`src/rtl/pipeline_hazard_ctrl.sv`:
```
// Hold/flush controller for an N-stage in-order pipeline, with a timed multi-cycle stall.
// Optional stall/flush performance counters are built when PIPE_CTRL_PERF_EN is defined.
module pipeline_hazard_ctrl #(
    parameter int NUM_STAGES  = 3,
    parameter int STALL_CNT_W = 4
) (
    input  logic                   clock,
    input  logic                   reset,
    input  logic                   fetch_valid,
    input  logic [NUM_STAGES-1:0]  stall_req,
    input  logic [NUM_STAGES-1:0]  flush_req,
    input  logic                   stall_load,
    input  logic [STALL_CNT_W-1:0] stall_len,
    output logic [NUM_STAGES-1:0]  stall_o,
    output logic [NUM_STAGES-1:0]  flush_o,
    output logic [NUM_STAGES-1:0]  valid_o,
    output logic                   busy_o,
    output logic [31:0]            stall_cycles_o,
    output logic [15:0]            flush_count_o
);

    logic [STALL_CNT_W-1:0] cnt;
    logic                   timed_active;
    logic                   stall_acc;
    logic                   flush_acc;
    logic [NUM_STAGES-1:0]  valid;
    logic [NUM_STAGES-1:0]  valid_next;

    assign timed_active = (cnt != '0);
    assign busy_o       = timed_active;
    assign valid_o      = valid;

    // Walk from the oldest stage down: a stall holds its stage and all younger ones,
    // a flush kills strictly younger stages only.
    always_comb begin
        stall_acc = 1'b0;
        flush_acc = 1'b0;
        stall_o   = '0;
        flush_o   = '0;
        for (int i = NUM_STAGES - 1; i >= 0; i--) begin
            stall_acc  = stall_acc | stall_req[i];
            stall_o[i] = (timed_active | stall_acc) & ~reset;
            flush_o[i] = flush_acc & ~reset;
            flush_acc  = flush_acc | flush_req[i];
        end
    end

    // A held stage feeding an unheld one passes a bubble downstream.
    always_comb begin
        valid_next = '0;
        if (flush_o[0])
            valid_next[0] = 1'b0;
        else if (stall_o[0])
            valid_next[0] = valid[0];
        else
            valid_next[0] = fetch_valid;
        for (int i = 1; i < NUM_STAGES; i++) begin
            if (flush_o[i])
                valid_next[i] = 1'b0;
            else if (stall_o[i])
                valid_next[i] = valid[i];
            else
                valid_next[i] = stall_o[i-1] ? 1'b0 : valid[i-1];
        end
    end

    always_ff @(posedge clock) begin
        if (reset)
            valid <= '0;
        else
            valid <= valid_next;
    end

    // A nonzero load restarts the stall even mid-count; a zero-length load is a no-op.
    always_ff @(posedge clock) begin
        if (reset)
            cnt <= '0;
        else if (stall_load && (stall_len != '0))
            cnt <= stall_len;
        else if (timed_active)
            cnt <= cnt - STALL_CNT_W'(1);
    end

`ifdef PIPE_CTRL_PERF_EN
    logic [31:0] stall_cycles;
    logic [15:0] flush_count;

    always_ff @(posedge clock) begin
        if (reset) begin
            stall_cycles <= '0;
            flush_count  <= '0;
        end else begin
            if (stall_o[0] && (stall_cycles != '1))
                stall_cycles <= stall_cycles + 32'd1;
            if ((flush_o != '0) && (flush_count != '1))
                flush_count <= flush_count + 16'd1;
        end
    end

    assign stall_cycles_o = stall_cycles;
    assign flush_count_o  = flush_count;
`else
    assign stall_cycles_o = '0;
    assign flush_count_o  = '0;
`endif

endmodule

```
`config.mk`:
```
export PLATFORM = sky130hd
export DESIGN_NAME = pipeline_hazard_ctrl
export DESIGN_NICKNAME = d
export VERILOG_FILES = /design/src/rtl/pipeline_hazard_ctrl.sv
export SDC_FILE = /design/constraint.sdc
export NUM_CORES = 1
export LEC_CHECK = 0
export CAP_MARGIN = 20
export CORE_ASPECT_RATIO = 1.4
export CORE_UTILIZATION = 28
export DETAILED_ROUTE_END_ITERATION = 16
export PLACE_DENSITY = 0.77
export SLEW_MARGIN = 20
export SYNTH_ARGS = -nofsm -noshare
export SYNTH_HDL_FRONTEND = slang
export SYNTH_SLANG_ARGS = --single-unit
```
`constraint.sdc`:
```
create_clock -name clock -period 1.6 [get_ports clock]
set_input_delay 0.4 -clock clock [delete_from_list [all_inputs] [get_ports clock]]
set_output_delay 0.4 -clock clock [all_outputs]
set_load 0.01 [all_outputs]
```
==> metrics.csv, run 1 <==
stage,metric,value,unit
status,status,"finished, violations left",
status,failing checks,negative setup slack,
setup_path,CP startpoint kind,flop,
power,Int Power,454,µW
clock_network,worst skew pair latency,0.25,ns
clock_network,clk slew on worst S/H paths,0.05,ns
power,switching pwr,248,µW
synthesis,Gate Count Post-Synth,101,
clock_network,"Hold-fix buffers, CTS",0,
setup_path,CP arrival,1.49,ns
global_route,initial antenna violation count,0,
sta,fmax,0.530,GHz
clock_network,clk sink count,7,
synthesis,Synth area leader,buf_4,
cells_and_area,FILL cells,298,
sta,Final period util,1.18,
sta,Setup Viol. Count Final,5,
setup_path,critical path type,flop to output pin,
drt,"antenna viol nets, final",0,
power,Gate power share,0.494,
synthesis,Area contributors post-synth,"buf_4 (46%), dfxtp_1 (18%), nor2_1 (4.7%)",
die,Row Count,22,
power,Static Leak,0.582,nW
power,Sw Ratio,0.353,
global_route,pin count of the biggest net entering global routing,9,
clock_network,Root Driver,clkbuf_4,
sta,max-slew violations,0,
cells_and_area,P&R area growth vs syn,41.3,%
power,pwr dens,621,nW/µm²
clock_network,CTS tree,yes,
placed_design,port bufs,21,
setup_path,Max Fanout on Critical Path,3,
die,Core ar.,2670,µm²
run,max-cap violation count,0,
cells_and_area,"commonest cells after routing, fill and taps aside","conb_1 (49), buf_4 (20), clkdlybuf4s50_1 (9)",
synthesis,yosys warns,0,
synthesis,Avg Synthesized Cell Area,7.92,µm²
cells_and_area,layout cells sized above 1,0.327,
drt,length of routed met3 wiring,148,µm
synthesis,Yosys cell types,25,
cells_and_area,n_diodes,0,
power,clock power share,0.227,
setup_path,"Req. time, crit path",1.20,ns
die,Die Span X,47.2,µm
clock_network,maximum level of the CTS H-tree,1,
die,Die ar.,3080,µm²
die,I/O pin count,72,
power,VDD IR max,0.341,mV
drt,DRC,0,
sta,min Tclk post-route,1.89,ns
synthesis,Yosys reg bits,7,
power,part of the power in registers,0.279,
global_route,vias in the first global route,566,
drt,Iter 0 DRT Violations,6,
drt,drt first pass iters,4,
cells_and_area,"most common cell after layout, fill and taps aside",conb_1,
sta,post-route setup slack,-0.286,ns
sta,unrepaired setup endpoints after global routing,true,
drt,Top Layer Used,met4,
drt,M1 wire length,582,µm
cells_and_area,nets@finish,163,
synthesis,register area share after synthesis,0.175,
hold_path,Hold Crit Class,flop to flop,
placed_design,detailed placer's ending HPWL,1.27,mm
sta,final hold viol count,0,
synthesis,Yosys top cell area share,0.460,
drt,Routed WL per cell,8.97,µm
clock_network,CTS buffer count,3,
setup_path,CP Capture Type,output pin,
placed_design,pre-CTS setup slack,-0.603,ns
global_route,GRT Total Usage,0.109,
synthesis,mapped cell area,800,µm²
global_route,wire length of the first global-routing pass,2.33,mm
sta,setup TNS,-1.19,ns
die,initial core utilization,0.299,
drt,vias after detailed routing,689,
drt,Met2 Wirelength,895,µm
drt,Total Wirelength,1.64,mm
placed_design,Placer Congestion,0.815,
clock_network,largest buffer count on any clock path,2,
drt,via/cell ratio,3.77,
global_route,grt ovf,0,
die,Die Y,65.2,µm
sta,Worst Skew,0.00657,ns
-- through the flow --
| stage | hold WS (ns) | total power [mW] | instances | instance area (µm²) | utilization |
|---|---|---|---|---|---|
| floorplan | 0.473 | 0.430 | 149 | 997 | - |
| global placement | 0.462 | 0.481 | 174 | 1020 | 0.381 |
| detailed placement | 0.467 | 0.484 | 174 | 1020 | 0.381 |
| CTS | 0.480 | 0.675 | 181 | 1070 | 0.400 |
| global route | 0.509 | 0.756 | 183 | 1130 | 0.423 |
| finish | 0.474 | 0.701 | 183 | 1130 | 0.423 |
-- state kept, by name (all words and copies together) (netlist names) --
| register | cells |
|---|---|
| valid_o | 3 |
| cnt | 4 |
-- power groups by stage --
stage / sequential [mW] / combinational (mW) / clock, mW
after floorplan: 0.198 / 0.232 / 0
after CTS: 0.195 / 0.308 / 0.172
after detailed placement: 0.197 / 0.288 / 0
after global routing: 0.197 / 0.382 / 0.177
final: 0.196 / 0.346 / 0.159
after global placement: 0.196 / 0.285 / 0
-- worst paths after layout --
check | startpoint | endpoint | slack (ns) | depth (start not counted)
max reg2reg | cnt[1]$_SDFFE_PP0P_ | valid_o[2]$_SDFFE_PP0N_ | -0.14 | 8
min reg2reg | valid_o[2]$_SDFFE_PP0N_ | valid_o[2]$_SDFFE_PP0N_ | 0.47 | 2
max | cnt[0]$_SDFFE_PP0P_ | stall_o[1] | -0.29 | 7
min | valid_o[2]$_SDFFE_PP0N_ | valid_o[2]$_SDFFE_PP0N_ | 0.47 | 2
-- area by class of cell --
class                           count  area, µm²  area share
Timing Repair Buffer               44        384       0.340
Sequential cell                     7        143       0.126
Tap cell                           36       45.0      0.0399
Inverter                            4       15.0      0.0133
Multi-Input combinational cell     88        517       0.457
Clock buffer                        4       26.3      0.0233
-- what timing repair did --
action | in CTS | in global routing
endpoints found under the setup margin | 7 | 12
setup buffers | 4 | 3
gates resized for setup | 34 | 12
pin swaps | 4 | 6
-- routing by layer --
layer	GRT usage	vias to the layer above
li1	-	330
met1	0.121	306
met2	0.181	51
met3	0.0165	2
met4	0.0750	0
met5	0	-
-- synth_stat cells --
master and count:
buf_4 49, nor2_1 10, dfxtp_1 7, nand2_1 5, a211oi_1 3, a21oi_1 3, inv_1 3, mux2i_1 2
nor3_1 2, o21ai_0 2, a221oi_1 1, clkbuf_1 1, conb_1 1, ha_1 1, inv_2 1, mux2_2 1
nand4b_1 1, nor2b_1 1, nor3b_4 1, nor4_1 1, o211ai_1 1, o31ai_1 1, o41ai_4 1, or4b_1 1
or4b_2 1
-- critical path: stages, from the launching register on --
cell     delay [ns]
dfxtp_2        0.33
inv_2          0.05
ha_4           0.15
nor3b_4        0.15
buf_4          0.13
buf_6          0.12
a21oi_2        0.15
buf_2          0.15
-- cell families (layout without fill, tap and decap cells) --
kind of cell    count (synthesis)  after routing  share of synthesized area
simple gates                   23             23                      0.158
other cells                     1             49                    0.00469
fa+ha+maj                       1              1                     0.0156
buf+inv                        54             52                      0.484
flops                           7              7                      0.175
mux                             3              3                     0.0391
compound gates                 12             12                      0.124
Note: power is estimated with default switching activity, not from simulation.
==> run 2: changes to the inputs <==
CORE_UTILIZATION = 31   (was 28)
PLACE_DENSITY = 0.81   (was 0.77)
RECOVER_POWER = 50   (was not set)
SLEW_MARGIN = 40   (was 20)
clock period = 1.9 ns   (was 1.6 ns; I/O delays follow)
==> run 2 against run 1 <==
Compared with the run above: the flow still finishes with violations (negative setup slack); die area shrank 9.3%; clock power shrank 11%; sequential power shrank 16%; via count shrank 3.8%; clock skew shrank 0.0026 ns.
==> metrics.csv, run 2 (synthesized netlist as in run 1, its figures left out) <==
stage,metric,value,unit
status,failing checks,negative setup slack,
cells_and_area,n_diodes,0,
setup_path,CP Depth,7,
setup_path,CP arrival,1.55,ns
cells_and_area,P&R area growth vs syn,29.7,%
setup_path,CP startpoint kind,flop,
global_route,grt ovf,0,
setup_path,"Req. time, crit path",1.42,ns
sta,Final period util,1.06,
setup_path,WP buf/inv,3,
clock_network,CTS tree,yes,
clock_network,"Hold-fix buffers, CTS",0,
hold_path,WHS Path Cells,2,
die,Die Y,62.1,µm
clock_network,worst skew pair latency,0.25,ns
hold_path,Hold Path Origin,valid_o[0]$_SDFFE_PP0N_,
setup_path,cell mode on critical path,inv_2,
setup_path,worst r2r src,cnt[1]$_SDFFE_PP0P_,
drt,via/cell ratio,3.77,
clock_network,largest buffer count on any clock path,2,
sta,fmax,0.495,GHz
drt,Iter 0 DRT Violations,5,
setup_path,Slowest cell on crit path,dfxtp_2,
clock_network,Root Driver,clkbuf_4,
setup_path,CP Capture Type,output pin,
cells_and_area,max reg flops,4,
sta,Setup Viol. Count Final,3,
power,VDD IR max,0.260,mV
setup_path,critical path type,flop to output pin,
power,pwr dens,544,nW/µm²
die,Row Count,21,
setup_path,r2r setup slk,0.16,ns
cells_and_area,"commonest cells after routing, fill and taps aside","conb_1 (49), buf_4 (17), clkdlybuf4s50_1 (11)",
cells_and_area,nets@finish,158,
sta,post-route setup slack,-0.122,ns
placed_design,detailed placer's ending HPWL,1.22,mm
setup_path,Max Fanout on Critical Path,2,
status,status,"finished, violations left",
drt,DRC,0,
sta,Hold WS,0.477,ns
setup_path,"CP delay by family, top",simple AND/OR/NAND/NOR gates,
setup_path,CP cell instances,inv_2 > ha_4 > nor3b_4 > inv_2 > nor4_4 > nor2_1 > clkbuf_2,
run,max-cap violation count,0,
sta,unrepaired setup endpoints after global routing,true,
drt,"antenna viol nets, final",0,
power,Static Leak,0.512,nW
die,initial core utilization,0.331,
die,Die Span X,44.9,µm
drt,Total Wirelength,1.55,mm
global_route,pin count of the biggest net entering global routing,8,
setup_path,R2R depth,8,
hold_path,Hold Crit Class,flop to flop,
die,I/O pin count,72,
clock_network,clk sink count,7,
clock_network,CTS buffer count,3,
placed_design,port bufs,21,
cells_and_area,Biggest register,cnt,
drt,Routed WL per cell,8.82,µm
placed_design,pre-CTS setup slack,-0.444,ns
sta,Worst Skew,0.00392,ns
global_route,wire length of the first global-routing pass,2.36,mm
setup_path,CP peak stage delay,0.32,ns
setup_path,worst r2r dst,valid_o[2]$_SDFFE_PP0N_,
die,Core ar.,2420,µm²
placed_design,Placer Congestion,0.812,
cells_and_area,layout cells sized above 1,0.268,
sta,min Tclk post-route,2.02,ns
drt,drt first pass iters,3,
global_route,GRT Total Usage,0.122,
sta,final hold viol count,0,
global_route,vias in the first global route,594,
clock_network,clk slew on worst S/H paths,0.06,ns
sta,max-slew violations,0,
drt,vias after detailed routing,663,
clock_network,maximum level of the CTS H-tree,1,
cells_and_area,"most common cell after layout, fill and taps aside",conb_1,
setup_path,CP startpoint,cnt[1]$_SDFFE_PP0P_,
hold_path,hold worst-path end,valid_o[0]$_SDFFE_PP0N_,
global_route,initial antenna violation count,0,
die,Die ar.,2790,µm²
run 2: cell types whose count changed in the layout (fill, tap and decap cells not counted), moves of 2 or more:
cell             delta
buf_6               -3
clkbuf_2            +3
dlygate4sd3_1       +3
buf_2               -2
dlymetal6s2s_1      -4
buf_4               -3
clkdlybuf4s50_1     +2
run 2: through the flow:
stage          utilization  power [mW]  instances  instance area (µm²)  setup TNS [ns]
3_5_place_dp         0.400       0.393        168                  966           -1.71
6_report             0.429       0.564        176                 1040          -0.144
3_3_place_gp         0.400       0.388        168                  966           -1.60
5_1_grt              0.429       0.602        176                 1040          -0.412
4_1_cts              0.427       0.560        176                 1030          -0.234
2_1_floorplan            -       0.359        149                  980               0
run 2: final cells by class:
class	count	area, µm²
Fill cell	271	1380
Timing Repair Buffer	39	323
Tap cell	34	42.5
Clock buffer	4	26.3
Sequential cell	7	143
Inverter	4	15.0
Multi-Input combinational cell	88	488
run 2: worst max-delay path by stage:
stage	endpoint	slack [ns]
after floorplan	stall_o[0]	0.08
after global placement	stall_o[0]	-0.40
after detailed placement	stall_o[0]	-0.44
after CTS	stall_o[0]	-0.21
after global routing	stall_o[0]	-0.23
final	stall_o[0]	-0.12
run 2: power breakdown:
| part | switching [mW] | leakage (nW) | internal [mW] | total [mW] |
|---|---|---|---|---|
| logic | 0.135 | 0.439 | 0.124 | 0.259 |
| clock network | 0.0606 | 0.0150 | 0.0805 | 0.141 |
| registers | 0.00751 | 0.0580 | 0.157 | 0.164 |
| total | 0.203 | 0.512 | 0.361 | 0.564 |
run 2: timing repair:
item	in CTS	in global routing
endpoints found under the setup margin	6	6
resized for setup	22	9
endpoints found under the hold margin	0	0
setup buffers	4	0
pin swaps	2	2
run 2: worst register-to-register path: cells and delay by family, from the launching register on:
| kind | cells | cell delay (ns) |
|---|---|---|
| flip-flops | 1 | 0.32 |
| AND/OR/NAND/NOR | 2 | 0.66 |
| buffers and inverters | 4 | 0.40 |
| AO/OA/AOI/OAI | 1 | 0.15 |
| adder cells (fa/ha/maj) | 1 | 0.13 |
run 2: metal layers:
metal,part of all wire,GRT usage,routed length (µm)
met1,0.36,0.112,558
met4,0.011,0.0909,17
met5,0,0,0
met2,0.53,0.226,818
met3,0.10,0.0318,159
==> run 3: changes to the inputs <==
CORE_UTILIZATION = 40   (was 31)
DONT_BUFFER_PORTS = 1   (was not set)
GPL_TIMING_DRIVEN = 0   (was not set)
PLACE_DENSITY = not set   (was 0.81)
==> run 3 against run 2 <==
Compared with the run above: first-iteration DRC count is 20% lower; die area is 22% lower; design area is 7.1% higher; global-route usage is 2.0 points higher; sequential share of layout area is 0.91 points lower; clock-buffer cell count stayed put; sequential power hardly changed; the flow now finishes without violations; power is 3.1% lower; highest routed layer unchanged; worst setup slack better by 0.16 ns; clock skew is 0.0016 ns higher; combinational power is 7% lower.
==> metrics.csv, run 3 (synthesized netlist as in run 1, its figures left out) <==
stage,metric,value,unit
status,status,completed,
sta,fmax,0.536,GHz
run,max-cap violation count,0,
die,Row Count,18,
sta,final hold viol count,0,
drt,vias after detailed routing,684,
cells_and_area,nets@finish,175,
power,Static Leak,0.628,nW
sta,Setup Viol. Count Final,0,
sta,Final period util,0.981,
cells_and_area,Layout Cells excl Fill,179,
drt,drt first pass iters,2,
setup_path,CP startpoint kind,flop,
cells_and_area,Final Cell Area,1110,µm²
clock_network,CTS buffer count,3,
clock_network,largest buffer count on any clock path,2,
setup_path,CP arrival,1.39,ns
global_route,initial antenna violation count,0,
placed_design,pre-CTS setup slack,-0.142,ns
setup_path,critical path type,flop to output pin,
drt,Iter 0 DRT Violations,4,
die,Die ar.,2180,µm²
cells_and_area,Biggest register,cnt,
global_route,wire length of the first global-routing pass,2.11,mm
die,Die Y,54.9,µm
global_route,GRT Total Usage,0.142,
drt,Total Wirelength,1.52,mm
placed_design,DP Cell Count,169,
drt,Routed WL per cell,8.49,µm
drt,"antenna viol nets, final",0,
global_route,pin count of the biggest net entering global routing,11,
hold_path,Hold Crit Class,primary input to flop,
die,I/O pin count,72,
sta,post-route setup slack,0.0354,ns
sta,min Tclk post-route,1.86,ns
power,pwr dens,492,nW/µm²
clock_network,maximum level of the CTS H-tree,1,
cells_and_area,max reg flops,4,
cells_and_area,"commonest cells after routing, fill and taps aside","buf_4 (55), conb_1 (49), nor2_1 (9)",
setup_path,"Req. time, crit path",1.42,ns
placed_design,DP Area,1000,µm²
global_route,grt ovf,0,
sta,max-slew violations,0,
clock_network,CTS tree,yes,
sta,Hold WS,0.291,ns
clock_network,worst skew pair latency,0.25,ns
cells_and_area,P&R area growth vs syn,39.0,%
cells_and_area,"most common cell after layout, fill and taps aside",buf_4,
placed_design,Placer Congestion,0.707,
sta,unrepaired setup endpoints after global routing,true,
clock_network,Root Driver,clkbuf_4,
sta,Worst Skew,0.00552,ns
setup_path,CP Capture Type,output pin,
placed_design,port bufs,0,
die,Core ar.,1820,µm²
global_route,vias in the first global route,538,
sta,setup TNS,0,ns
drt,via/cell ratio,3.82,
cells_and_area,layout cells sized above 1,0.440,
die,initial core utilization,0.438,
power,VDD IR max,0.278,mV
cells_and_area,Finished Core Util,0.609,
cells_and_area,n_diodes,0,
setup_path,Max Fanout on Critical Path,7,
clock_network,clk slew on worst S/H paths,0.06,ns
placed_design,detailed placer's ending HPWL,1.27,mm
drt,DRC,0,
die,Die Span X,39.8,µm
clock_network,clk sink count,7,
power,Pwr Total,547,µW
## run 3: cell count changes in the layout (fill, tap and decap cells not counted), moves of 2 or more
cell             delta
clkdlybuf4s50_1    -11
dlygate4sd3_1       -3
buf_2               -2
clkbuf_2            -3
buf_4              +38
## run 3: what timing repair did
action / CTS / global route
buffers inserted: 5 / 1
pin swaps: 3 / 2
endpoints found under the setup margin: 2 / 1
resized for setup: 9 / 1
hold buffers: 0 / 0
## run 3: worst paths after layout
kind                                                end                    start  depth (start not counted)  slack (ns)
worst min register to register  valid_o[0]$_SDFFE_PP0N_  valid_o[0]$_SDFFE_PP0N_                          2        0.52
worst max register to register      cnt[1]$_SDFFE_PP0P_      cnt[1]$_SDFFE_PP0P_                          6        0.35
worst max-delay path                         stall_o[0]      cnt[1]$_SDFFE_PP0P_                          6        0.04
worst min-delay path            valid_o[1]$_SDFFE_PP0N_             flush_req[2]                          1        0.29
## run 3: area by class of cell
class	instances	area, µm²
plain buffers	50	372
clock buffers	4	26.3
fillers	195	713
inverters	4	17.5
multi-input cells	88	483
flip-flops and latches	7	143
well taps	20	25.0
repair buffers	6	45.0
## run 3: worst max-delay path, stage by stage, from the launching register on
cell and delay [ns]:
dfxtp_2 0.32, inv_2 0.06, ha_4 0.13, nor3b_4 0.25
inv_4 0.10, nor4_4 0.19, nor2_2 0.09
## run 3: layer usage
layer,wire [µm],GRT usage,share of wire,up-vias
met2,819,0.246,0.54,42
met4,11,0.0862,0.0072,0
li1,-,-,-,356
met1,489,0.130,0.32,284
met3,199,0.0640,0.13,2
met5,0,0,0,-
## run 3: power breakdown
part | internal (mW) | total (mW) | leakage (nW) | switching, mW
logic | 0.124 | 0.242 | 0.555 | 0.118
clock network | 0.0804 | 0.138 | 0.0150 | 0.0578
registers | 0.157 | 0.167 | 0.0580 | 0.00970
